**config.mk**
```make
export PLATFORM = sky130hd
export DESIGN_NAME = ifu_fetch
export DESIGN_NICKNAME = d
export VERILOG_FILES = /design/src/rtl/ifu_fetch.sv
export SDC_FILE = /design/constraint.sdc
export NUM_CORES = 1
export LEC_CHECK = 0
export BUFFER_PORTS_ARGS = -buffer_cell sky130_fd_sc_hd__buf_4
export CAP_MARGIN = 10
export CORE_UTILIZATION = 47
export CTS_CLUSTER_SIZE = 20
export DETAILED_ROUTE_END_ITERATION = 12
export GPL_ROUTABILITY_DRIVEN = 1
export PLACE_DENSITY = 0.85
export SLEW_MARGIN = 20
export SYNTH_ARGS = -nofsm -noshare
export SYNTH_HDL_FRONTEND = slang
export SYNTH_SLANG_ARGS = --single-unit
```
**constraint.sdc**
```tcl
create_clock -name clock -period 2.4 [get_ports clock]
set_input_delay 0.12 -clock clock [delete_from_list [all_inputs] [get_ports clock]]
set_output_delay 0.12 -clock clock [all_outputs]
set_load 0.02 [all_outputs]
```
**src/rtl/ifu_fetch.sv**
```systemverilog
// Instruction fetch unit: one PC, one outstanding memory request,
// single-entry output buffer toward decode, redirect with stale-response drop.
module ifu_fetch #(
    parameter logic [31:0] RESET_PC = 32'h8000_0000
) (
    input  logic        clock,
    input  logic        reset_n,
    output logic        mem_req_valid,
    input  logic        mem_req_ready,
    output logic [31:0] mem_req_addr,
    input  logic        mem_resp_valid,
    input  logic [31:0] mem_resp_data,
    output logic        out_valid,
    input  logic        out_ready,
    output logic [31:0] out_pc,
    output logic [31:0] out_inst,
    input  logic        redirect_valid,
    input  logic [31:0] redirect_pc
);

    localparam logic [1:0] S_REQ  = 2'd0;
    localparam logic [1:0] S_WAIT = 2'd1;
    localparam logic [1:0] S_HOLD = 2'd2;

    logic [1:0]  state_q, state_d;
    logic [31:0] pc_q, pc_d;
    logic [31:0] inst_q, inst_d;
    logic        drop_q, drop_d;

    logic        in_req;
    logic        in_wait;
    logic        in_hold;
    logic [31:0] redir_tgt;
    logic [31:0] pc_inc;
    logic        out_fire;

    assign in_req    = (state_q == S_REQ);
    assign in_wait   = (state_q == S_WAIT);
    assign in_hold   = (state_q == S_HOLD);
    assign redir_tgt = {redirect_pc[31:2], 2'b00};
    assign pc_inc    = pc_q + 32'd4;

    assign mem_req_valid = in_req;
    assign mem_req_addr  = pc_q;

    // A redirect in HOLD kills the presented instruction in the same cycle.
    assign out_valid = in_hold & ~redirect_valid;
    assign out_pc    = pc_q;
    assign out_inst  = inst_q;
    assign out_fire  = out_valid & out_ready;

    always_comb begin
        state_d = state_q;
        pc_d    = pc_q;
        inst_d  = inst_q;
        drop_d  = drop_q;
        case (state_q)
            S_REQ: begin
                if (redirect_valid) begin
                    pc_d = redir_tgt;
                end
                if (mem_req_ready) begin
                    state_d = S_WAIT;
                    // The accepted request carries the old PC; its data is stale.
                    drop_d  = redirect_valid;
                end
            end
            S_WAIT: begin
                if (redirect_valid) begin
                    pc_d = redir_tgt;
                end
                if (mem_resp_valid) begin
                    if (drop_q || redirect_valid) begin
                        drop_d  = 1'b0;
                        state_d = S_REQ;
                    end else begin
                        inst_d  = mem_resp_data;
                        state_d = S_HOLD;
                    end
                end else if (redirect_valid) begin
                    drop_d = 1'b1;
                end
            end
            S_HOLD: begin
                if (redirect_valid) begin
                    pc_d    = redir_tgt;
                    state_d = S_REQ;
                end else if (out_fire) begin
                    pc_d    = pc_inc;
                    state_d = S_REQ;
                end
            end
            default: begin
                state_d = S_REQ;
                drop_d  = 1'b0;
            end
        endcase
    end

    always_ff @(posedge clock or negedge reset_n) begin
        if (!reset_n) begin
            state_q <= S_REQ;
            pc_q    <= RESET_PC;
            inst_q  <= 32'd0;
            drop_q  <= 1'b0;
        end else begin
            state_q <= state_d;
            pc_q    <= pc_d;
            inst_q  <= inst_d;
            drop_q  <= drop_d;
        end
    end

endmodule

```
==> results.md <==
* Final wirelength at around 11 mm
* CORE AREA at about 7300 um^2
* Average wire per standard cell at about 17 um
* Global-route wire length before repair at about 16 mm
* Clock root cell: clkbuf_8
* Crit path from: mem_req_addr[2]
* Die H at approximately 89 um
* Gate Count Post-Synth at between 300 and 400
* Post-Synth Simple-Gate Area at 0.1912
* Yosys reg bits at 65
* Clk buf depth at 2
* Fill count at between 500 and 600
* Worst min path class: in2reg
* DRC viols at 0
* Register area share after synthesis at 0.4589
* Synth cell types at 52
* Max-Cap Viols at 0
* Buffers added on ports at 161
* Unrepaired setup endpoints after global routing: false
* Gr usage total at 0.2788
* Worst EP required at around 2.7 ns
* Synth-to-Final Area Change at 43.21%
* Critical Path Sink Type: register
* Startpoint Class: register
* Mapped cell area at about 3500 um^2
* Peak Freq at approximately 470 MHz
* Via count at 3456
* Async SR Flop Fraction at 1.000
* WP data arrival at ~2.4 ns
* HPWL Detailed at 7.091 mm
* Register Area at 1628 um^2
* Largest family of logic cells by synthesized area: simple AND/OR/NAND/NOR gates
* Gr ovfl total at 0
* Clk_lat worst skew at around 0.35 ns
* R2r endpoint: mem_req_addr[20]
* I/O Pins at 168
* Sum of negative setup slack at 0 ns
* Min-delay src: out_ready
* Nets at a little under 600
* Final hold viol count at 0
* Starting Density at 0.4864
* Flop-to-flop setup slack at 0.25 ns
* Vias in the first global route at 3464
* Synth Area in Adders at 0.003527
* Outcome: finished, final reports clean
* EDFF count, synth at 0
* Tightest Pin Transition at ~0.84 ns
* TritonCTS Sinks at between 60 and 70
* Placed instance area at roughly 4600 um^2
* Iteration-0 DRC Markers at 228
* CP Class: reg2reg
* Final setup viols at 0
* YS warnings at 0
* Fin crit period at around 2.1 ns
* Total CTS buffers at 9
* Clock Pin Slew Worst Setup and Hold Paths at 0.08 ns
* # rows at 31
* Share of layout cells above drive strength 1 at 0.4299
* H-tree level count at 3
* Design Area, Final at between 5000 and 6000 um^2
* Layout Cells excl Fill at a little over 600
* VDD IR max at around 0.00077 V
* Gpl congestion at 0.8740
* Ys flop type: dfrtp_1
* DRT Pass-1 Iters at 4
* # diodes at 0
* Mux contribution to synthesized area at 0.1101
* Largest net degree at the start of global routing at between 60 and 70
* CP endpoint: mem_req_addr[20]
* Pins Over Slew Limit at 0
* Xor/xnor cell area share of the yosys netlist at 0.002469
* Routed Antenna Nets at 0
* Relative max-transition margin at 0.4405
* Area of the multi-input gates at ~1600 um^2
* Clock skew at about 0.010 ns
* Mean Syn Cell Area at around 9.7 um^2
* FF-to-FF path depth at 6
* Worst R2R Start: mem_req_addr[2]
* Pleak at around 2.3 nW
* Die Area at 7899 um^2
* PD cells at approximately 980 nW/um^2
* Worst Path Max Fanout at 6
* Final Cycle Share at 0.8948
* Die W at 88.88 um
* Post-synthesis compound-gate area fraction at 0.1372
* Worst hold slack at approximately 0.0095 ns
* Drt via density at ~5.6
* Initial antenna violation count at 0
* Placed cell count at between 500 and 600
* CTS tree: yes
-- worst max-delay path, cell delays in order (launching register included) --
cell and delay (ns):
dfrtp_1 0.46, ha_1 0.28, and4_1 0.36, and3_1 0.29, nand3_1 0.18, or3_1 0.35
a22oi_1 0.16
-- through the flow --
| stage | setup slack, ns | power [mW] | utilization |
|---|---|---|---|
| after global placement | 0.3827 | 3.867 | 0.6371 |
| after global routing | 0.1314 | 5.226 | 0.6966 |
| after CTS | 0.2680 | 4.963 | 0.6966 |
| final | 0.2525 | 4.971 | 0.6966 |
| after floorplan | 0.4379 | 3.036 | - |
| after detailed placement | 0.3006 | 3.954 | 0.6371 |
-- layout make-up --
cell class	count	area share
inverters	3	0.002217
clock inverters	6	0.01305
multi-input cells	247	0.3158
clock buffers	10	0.02709
flip-flops and latches	65	0.3204
well taps	99	0.02438
repair buffers	190	0.2970
-- synth_stat cells (5+ instances only) --
library cell / number / area, um^2
a2bb2oi_1: 5 / 43.79
nor3_1: 11 / 55.05
dfrtp_1: 64 / 1602
a21oi_1: 32 / 160.2
nor2_1: 16 / 60.06
nand3_1: 19 / 95.09
or3_1: 7 / 43.79
o21ai_0: 18 / 90.09
nand2_1: 37 / 138.9
mux2_2: 31 / 349.1
nand4_1: 8 / 50.05
o22ai_1: 7 / 43.79
clkbuf_1: 13 / 48.80
buf_4: 34 / 255.2
nor4_1: 5 / 31.28
-- logic make-up (layout without fill, tap and decap cells) --
group / after synthesis / count (layout)
buffers and inverters: 55 / 209
AND/OR/NAND/NOR: 126 / 126
AO/OA/AOI/OAI: 80 / 80
XOR/XNOR: 1 / 1
adder cells (fa/ha/maj): 1 / 1
multiplexers: 35 / 35
flip-flops: 65 / 65
other: 1 / 4
-- state kept, by name (all words and copies together) (netlist names) --
signal        cells
out_inst         32
mem_req_addr     30
state_q           2
drop_q            1
-- report_power, final --
| group | switching [mW] | internal (mW) |
|---|---|---|
| Combinational | 1.13 | 1.02 |
| Clock | 0.465 | 0.512 |
| Sequential | 0.370 | 1.47 |
-- worst min path at each step --
stage | endpoint | slack (ns) | depth (start not counted)
6_report | state_q[1] | 0.009 | 2
2_1_floorplan | drop_q | -0.18 | 0
5_1_grt | out_inst[22] | 0.0004 | 2
3_5_place_dp | mem_req_addr[29] | 0.28 | 1
3_3_place_gp | mem_req_addr[27] | 0.28 | 1
4_1_cts | out_inst[5] | 0.0007 | 2
-- cell usage in the layout, fill, tap and decap left out, types with 4 or more instances in the layout --
master / n
a21oi_1: 31
a2bb2oi_1: 5
nor2_1: 16
buf_4: 165
and2_1: 4
nand2_1: 37
nor4_1: 5
conb_1: 4
mux2_2: 31
nor3_1: 11
dlygate4sd3_1: 23
o21ai_0: 18
dfrtp_1: 64
nand4_1: 8
nand3_1: 19
o22ai_1: 7
or3_1: 7
clkbuf_8: 10
-- per-layer routing --
metal / part of all wire / vias up / track usage
li1: - / 1598 / -
met1: 0.38 / 1610 / 0.3244
met2: 0.49 / 215 / 0.4559
met3: 0.10 / 33 / 0.09515
met4: 0.031 / 0 / 0.1466
met5: 0 / - / 0
-- what timing repair did --
action,in CTS,in global routing
resized for setup,0,0
hold buffers,23,0
endpoints found under the hold margin,86,0
endpoints found under the setup margin,0,0
buffers inserted,0,0
Note: power is estimated with default switching activity, not from simulation.
